`src/rtl/coef_table_loader_if.sv`:
```
// Bundle of the load-stream handshake, status flags and random-read port for coef_table_loader.
// The CSUM signal exists only when COEF_TABLE_LOADER_CSUM_EN is defined.
interface coef_table_loader_if #(
  parameter int NX   = 8,
  parameter int ROWS = 4,
  parameter int COLS = 4
);
  localparam int RW  = (ROWS > 1) ? $clog2(ROWS) : 1;
  localparam int CLW = (COLS > 1) ? $clog2(COLS) : 1;

  logic          START;
  logic [NX-1:0] IN_DATA;
  logic          IN_VALID;
  logic          IN_LAST;
  logic          IN_READY;
  logic          BUSY;
  logic          DONE;
  logic          ERR;
  logic [RW-1:0] RD_ROW;
  logic [CLW-1:0] RD_COL;
  logic [NX-1:0] RD_DATA;
`ifdef COEF_TABLE_LOADER_CSUM_EN
  logic [NX-1:0] CSUM;

  modport master (
    output START, IN_DATA, IN_VALID, IN_LAST, RD_ROW, RD_COL,
    input  IN_READY, BUSY, DONE, ERR, RD_DATA, CSUM
  );
  modport slave (
    input  START, IN_DATA, IN_VALID, IN_LAST, RD_ROW, RD_COL,
    output IN_READY, BUSY, DONE, ERR, RD_DATA, CSUM
  );
`else
  modport master (
    output START, IN_DATA, IN_VALID, IN_LAST, RD_ROW, RD_COL,
    input  IN_READY, BUSY, DONE, ERR, RD_DATA
  );
  modport slave (
    input  START, IN_DATA, IN_VALID, IN_LAST, RD_ROW, RD_COL,
    output IN_READY, BUSY, DONE, ERR, RD_DATA
  );
`endif
endinterface

```
`src/rtl/coef_table_loader.sv`:
```
// Runtime loader for a ROWS x COLS coefficient table fed by a framed valid/ready stream, with a
// registered random-read port. Define COEF_TABLE_LOADER_CSUM_EN to add the CSUM frame checksum output.
module coef_table_loader #(
  parameter int NX   = 8,
  parameter int ROWS = 4,
  parameter int COLS = 4
) (
  input logic               CLK,
  input logic               RESET,
  coef_table_loader_if.slave bus
);
  localparam int RW       = (ROWS > 1) ? $clog2(ROWS) : 1;
  localparam int CLW      = (COLS > 1) ? $clog2(COLS) : 1;
  localparam int CW       = (ROWS * COLS > 1) ? $clog2(ROWS * COLS) : 1;
  localparam int LAST_IDX = ROWS * COLS - 1;

  typedef enum logic [1:0] {
    IDLE  = 2'd0,
    LOAD  = 2'd1,
    FLUSH = 2'd2
  } state_t;

  state_t          state_q;
  logic [CW-1:0]   cnt_q;
  logic            busy_q;
  logic            done_q;
  logic            err_q;
  logic [NX-1:0]   tbl_q [ROWS][COLS];
  logic [NX-1:0]   rd_data_q;
  logic [NX-1:0]   rd_data_d;
  logic            xfer;
  logic            wr_en;
  logic            cnt_at_last;
  logic [RW-1:0]   wr_row;
  logic [CLW-1:0]  wr_col;

  always_comb begin
    // IN_READY is busy_q, so a transfer is simply a valid word while a frame is open
    xfer        = bus.IN_VALID && busy_q;
    wr_en       = xfer && (state_q == LOAD);
    cnt_at_last = (cnt_q == CW'(LAST_IDX));
    wr_row      = RW'(int'(cnt_q) / COLS);
    wr_col      = CLW'(int'(cnt_q) % COLS);
    rd_data_d   = tbl_q[bus.RD_ROW][bus.RD_COL];
  end

  always_ff @(posedge CLK) begin
    if (RESET) begin
      state_q <= IDLE;
      cnt_q   <= '0;
      busy_q  <= 1'b0;
      done_q  <= 1'b0;
      err_q   <= 1'b0;
    end else begin
      done_q <= 1'b0;
      err_q  <= 1'b0;
      case (state_q)
        IDLE: begin
          if (bus.START) begin
            state_q <= LOAD;
            cnt_q   <= '0;
            busy_q  <= 1'b1;
          end
        end
        LOAD: begin
          if (xfer) begin
            if (bus.IN_LAST) begin
              state_q <= IDLE;
              busy_q  <= 1'b0;
              done_q  <= cnt_at_last;
              err_q   <= !cnt_at_last;
            end else if (cnt_at_last) begin
              state_q <= FLUSH;
            end else begin
              cnt_q <= cnt_q + 1'b1;
            end
          end
        end
        FLUSH: begin
          if (xfer && bus.IN_LAST) begin
            state_q <= IDLE;
            busy_q  <= 1'b0;
            err_q   <= 1'b1;
          end
        end
        default: begin
          state_q <= IDLE;
          busy_q  <= 1'b0;
        end
      endcase
    end
  end

  // The read register samples the table before this edge's write lands, giving old-data on collision
  always_ff @(posedge CLK) begin
    if (RESET) begin
      rd_data_q <= '0;
      for (int r = 0; r < ROWS; r++) begin
        for (int c = 0; c < COLS; c++) begin
          tbl_q[r][c] <= NX'(r * COLS + c);
        end
      end
    end else begin
      rd_data_q <= rd_data_d;
      if (wr_en) begin
        tbl_q[wr_row][wr_col] <= bus.IN_DATA;
      end
    end
  end

  assign bus.IN_READY = busy_q;
  assign bus.BUSY     = busy_q;
  assign bus.DONE     = done_q;
  assign bus.ERR      = err_q;
  assign bus.RD_DATA  = rd_data_q;

`ifdef COEF_TABLE_LOADER_CSUM_EN
  logic [NX-1:0] csum_q;
  logic [NX-1:0] csum_d;

  always_comb begin
    csum_d = csum_q;
    if ((state_q == IDLE) && bus.START) begin
      csum_d = '0;
    end else if (wr_en) begin
      csum_d = csum_q + bus.IN_DATA;
    end
  end

  always_ff @(posedge CLK) begin
    if (RESET) begin
      csum_q <= '0;
    end else begin
      csum_q <= csum_d;
    end
  end

  assign bus.CSUM = csum_q;
`endif

endmodule

```
`src/flat_wrapper.sv`:
```
// flat-port wrapper written by rule: the top's interface ports become plain ports
module coef_table_loader_flat 
#(
  parameter int NX   = 8,
  parameter int ROWS = 4,
  parameter int COLS = 4
)
  (CLK, RESET, bus_START, bus_IN_DATA, bus_IN_VALID, bus_IN_LAST, bus_RD_ROW, bus_RD_COL, bus_IN_READY, bus_BUSY, bus_DONE, bus_ERR, bus_RD_DATA);
  coef_table_loader_if #(.NX(NX), .ROWS(ROWS), .COLS(COLS)) bus_i ();
  input logic CLK;
  input logic RESET;
  input wire logic [$bits(bus_i.START)-1:0] bus_START;
  input wire logic [$bits(bus_i.IN_DATA)-1:0] bus_IN_DATA;
  input wire logic [$bits(bus_i.IN_VALID)-1:0] bus_IN_VALID;
  input wire logic [$bits(bus_i.IN_LAST)-1:0] bus_IN_LAST;
  input wire logic [$bits(bus_i.RD_ROW)-1:0] bus_RD_ROW;
  input wire logic [$bits(bus_i.RD_COL)-1:0] bus_RD_COL;
  output wire logic [$bits(bus_i.IN_READY)-1:0] bus_IN_READY;
  output wire logic [$bits(bus_i.BUSY)-1:0] bus_BUSY;
  output wire logic [$bits(bus_i.DONE)-1:0] bus_DONE;
  output wire logic [$bits(bus_i.ERR)-1:0] bus_ERR;
  output wire logic [$bits(bus_i.RD_DATA)-1:0] bus_RD_DATA;
  assign bus_i.START = bus_START;
  assign bus_i.IN_DATA = bus_IN_DATA;
  assign bus_i.IN_VALID = bus_IN_VALID;
  assign bus_i.IN_LAST = bus_IN_LAST;
  assign bus_i.RD_ROW = bus_RD_ROW;
  assign bus_i.RD_COL = bus_RD_COL;
  assign bus_IN_READY = bus_i.IN_READY;
  assign bus_BUSY = bus_i.BUSY;
  assign bus_DONE = bus_i.DONE;
  assign bus_ERR = bus_i.ERR;
  assign bus_RD_DATA = bus_i.RD_DATA;
  coef_table_loader #(.NX(NX), .ROWS(ROWS), .COLS(COLS)) u_core (.CLK(CLK), .RESET(RESET), .bus(bus_i));
endmodule
```
`config.mk`:
```
export PLATFORM = sky130hd
export DESIGN_NAME = coef_table_loader_flat
export DESIGN_NICKNAME = d
export VERILOG_FILES = /design/src/rtl/coef_table_loader_if.sv /design/src/rtl/coef_table_loader.sv /design/src/flat_wrapper.sv
export SDC_FILE = /design/constraint.sdc
export NUM_CORES = 1
export LEC_CHECK = 0
export BUFFER_PORTS_ARGS = -buffer_cell sky130_fd_sc_hd__buf_2
export CORE_MARGIN = 2
export CORE_UTILIZATION = 29
export CTS_CLUSTER_DIAMETER = 100
export DETAILED_ROUTE_END_ITERATION = 7
export PLACE_DENSITY_LB_ADDON = 0.15
export SYNTH_ARGS = -nofsm -noshare
export SYNTH_HDL_FRONTEND = slang
export SYNTH_SLANG_ARGS = --single-unit
```
`constraint.sdc`:
```
create_clock -name CLK -period 3.5 [get_ports CLK]
set_clock_uncertainty 0.15 [all_clocks]
set_input_delay 0 -clock CLK [delete_from_list [all_inputs] [get_ports CLK]]
set_output_delay 0 -clock CLK [all_outputs]
set_load 0.02 [all_outputs]
```
==> metrics.csv <==
metric;value;unit
status;finished with violations;
violations;hold timing;
cp_num_buf_inv;1;
combPwrFrac;9.3;%
wl_met2;8056;µm
portBuffers;28;
io_pins;29;
clkPwrFrac;42.3;%
drt-met1-wl;8577;µm
cp-end-kind;register;
clockBufferDepth;2;
antenna_cells;0;
finalSetupViolCount;0;
synth_top_cell_area_share;56.49;%
vias;4195;
seq_area_frac_synth;61.49;%
first_global_vias;4193;
fmax;0.3597;GHz
nFillCells;2348;
start_util;29.25;%
netSwitchingFraction;23.14;%
clk_latency;0.42;ns
track_usage;15.14;%
synthFlopType;edfxtp_1;
reg2reg_from;u_core.state_q[1];
drtIter0Drc;346;
crit_chain;inv_1, ha_1, and4b_1, nand2_1, nor3_2, or2_2;
maxCapViolCount;0;
cts_setup_buffers;0;
gp_congestion;0.7757;
cts_root_buf;clkbuf_16;
dp_hpwl;11870;µm
fin_crit;2.780;ns
syn-num-nets;543;
power.density;518.2;nW/µm²
rows;56;
cts_hold_buf;9;
drive_above_1_share;16.61;%
hold-worst-slack;-0.003826;ns
synth_seq_cells;145;
intPower;3.154;mW
required;3.46;ns
layout_common_cells;128 x edfxtp_1, 94 x and2_1, 51 x mux2i_1, 27 x buf_2, 24 x or3_1;
setup_tns;0;ns
synth_cell_types;43;
startpoint;u_core.state_q[1];
antenna_found_initial;0;
routed_wl;17600;µm
reg2reg_depth;6;
min_period_over_period;79.43;%
grt_pass1_wl;26850;µm
critPathKind;reg2reg;
overflow;0;
path_max_fanout;11;
ctsResizeCount;0;
yosys_warnings;0;
yosysTopAreaCell;edfxtp_1;
worst_hold_path.endpoint;u_core.tbl_q[1][19];
wire_per_inst;19.89;µm
cpMaxStageDelayCell;and4b_1;
synth.top_cells.by_area;edfxtp_1 56%, and2_1 8.6%, mux2i_1 7.5%;
wl_met3;667;µm
viasPerCell;4.740;
maxSlewViolCount;0;
finalNetCount;578;
dp_cells;844;
die_height;157.2;µm
cts_tree;yes;
syn_avg_cell_area;13.14;µm²
fin_util;34.04;%
ff2ff_setup_slack;0.72;ns
die_x;157.2;µm
vdd_drop_max;290.6;µV
worstSetupStartpointType;register;
slew_headroom;25.10;%
synth_area;6804;µm²
hold_start;bus_IN_DATA[3];
async_reset_ff_share;0;%
hold_class;in2reg;
cp_top_family;simple AND/OR/NAND/NOR gates;
min_path_cells;2;
grt_max_degree;44;
pwr-share-seq;48.5;%
netlist_instances;518;
dieArea;24700;µm²
power_switching;0.9495;mW
dr.pass1.iters;5;
rsz0062_at_grt;no;
hold_viol;2;
place_area;7261;µm²
core;23260;µm²
final_common_cell;edfxtp_1;
area_growth;16.38;%
fin_area;7919;µm²
htreeDepth;4;
synth-edff-count;128;
fin_cells;885;
path_clk_slew;0.06;ns
drtAntennaViolNets;0;
critPathMaxStageDelay;0.51;ns
reg2reg_to;u_core.tbl_q[0][31];
crit_arrival;2.74;ns
clkSinkCount;145;
power_leakage;2.908;nW
worst_pin_slew;1.119;ns
post-route-drc-count;0;
dr.max_layer_used;met4;
cts_made_buffers;17;
-- worst reg2reg max path, cell delays in order (launching register included) --
cell     delay (ns)
dfxtp_1        0.31
inv_1          0.11
ha_1           0.32
and4b_1        0.51
nand2_1        0.36
nor3_2         0.41
or2_2          0.30
-- Yosys cell counts (all sizes together) (8+ instances only) --
master,instances
edfxtp,128
and2,94
mux2i,51
or3,24
a22oi,22
o21ai,22
buf,18
clkbuf,18
dfxtp,17
nor2,16
nand2,14
nand2b,13
nand3,11
ha,8
-- cell type report --
type	count	area (µm²)	share of cell area, %
clock buffers	28	548.0	6.921
clock inverters	4	20.02	0.2528
inverters	7	26.28	0.3318
multi-input cells	330	2396	30.26
flip-flops and latches	145	4184	52.84
well taps	319	399.1	5.040
repair buffers	52	345.3	4.361
-- cell families (layout without fill, tap and decap cells) --
kind of cell | Yosys count | after routing | synth area share (%)
flip-flops | 145 | 145 | 61.49
adder cells (fa/ha/maj) | 8 | 8 | 1.471
AO/OA/AOI/OAI | 61 | 61 | 5.977
AND/OR/NAND/NOR | 203 | 203 | 17.95
multiplexers | 58 | 58 | 9.820
buffers and inverters | 43 | 91 | 3.292
-- per-layer routing --
layer,GRT usage [%],vias to the layer above
met1,21.59,2090
li1,-,1971
met4,5.801,0
met2,23.04,112
met3,2.533,22
met5,0,-
-- flip-flops by register name (all words and copies together), names as in the netlist --
signal	count
u_core.bus.BUSY	1
u_core.tbl_q	128
u_core.cnt_q	4
u_core.state_q	2
u_core.bus.DONE	1
u_core.bus.ERR	1
u_core.bus.RD_DATA	8
-- per-stage QoR --
step                      hold WS [ns]  setup WS (ns)  total power [mW]
after floorplan              -0.004080          1.076             2.263
after global placement          0.1504         0.8660             2.398
after detailed placement        0.1632         0.7268             2.401
after CTS                     0.003707         0.7164             4.147
after global routing         0.0007330         0.4656             4.255
final                        -0.003826         0.7198             4.104
-- how the worst max path moves through the flow --
stage,endpoint,slack [ns],cells after the start
detailed placement,u_core.tbl_q[0][24],0.73,6
global route,u_core.tbl_q[0][29],0.47,6
floorplan,u_core.tbl_q[1][24],1.08,8
finish,u_core.tbl_q[0][31],0.72,6
global placement,u_core.tbl_q[0][24],0.87,6
CTS,u_core.tbl_q[0][31],0.72,6
-- power by group through the flow --
stage | clock network (mW) | registers [mW] | logic (mW)
5_1_grt | 1.84 | 2.00 | 0.418
6_report | 1.73 | 1.99 | 0.380
2_1_floorplan | 0 | 2.03 | 0.235
3_5_place_dp | 0 | 2.03 | 0.375
4_1_cts | 1.77 | 1.99 | 0.386
3_3_place_gp | 0 | 2.02 | 0.375
Note: power is estimated with default switching activity, not from simulation.
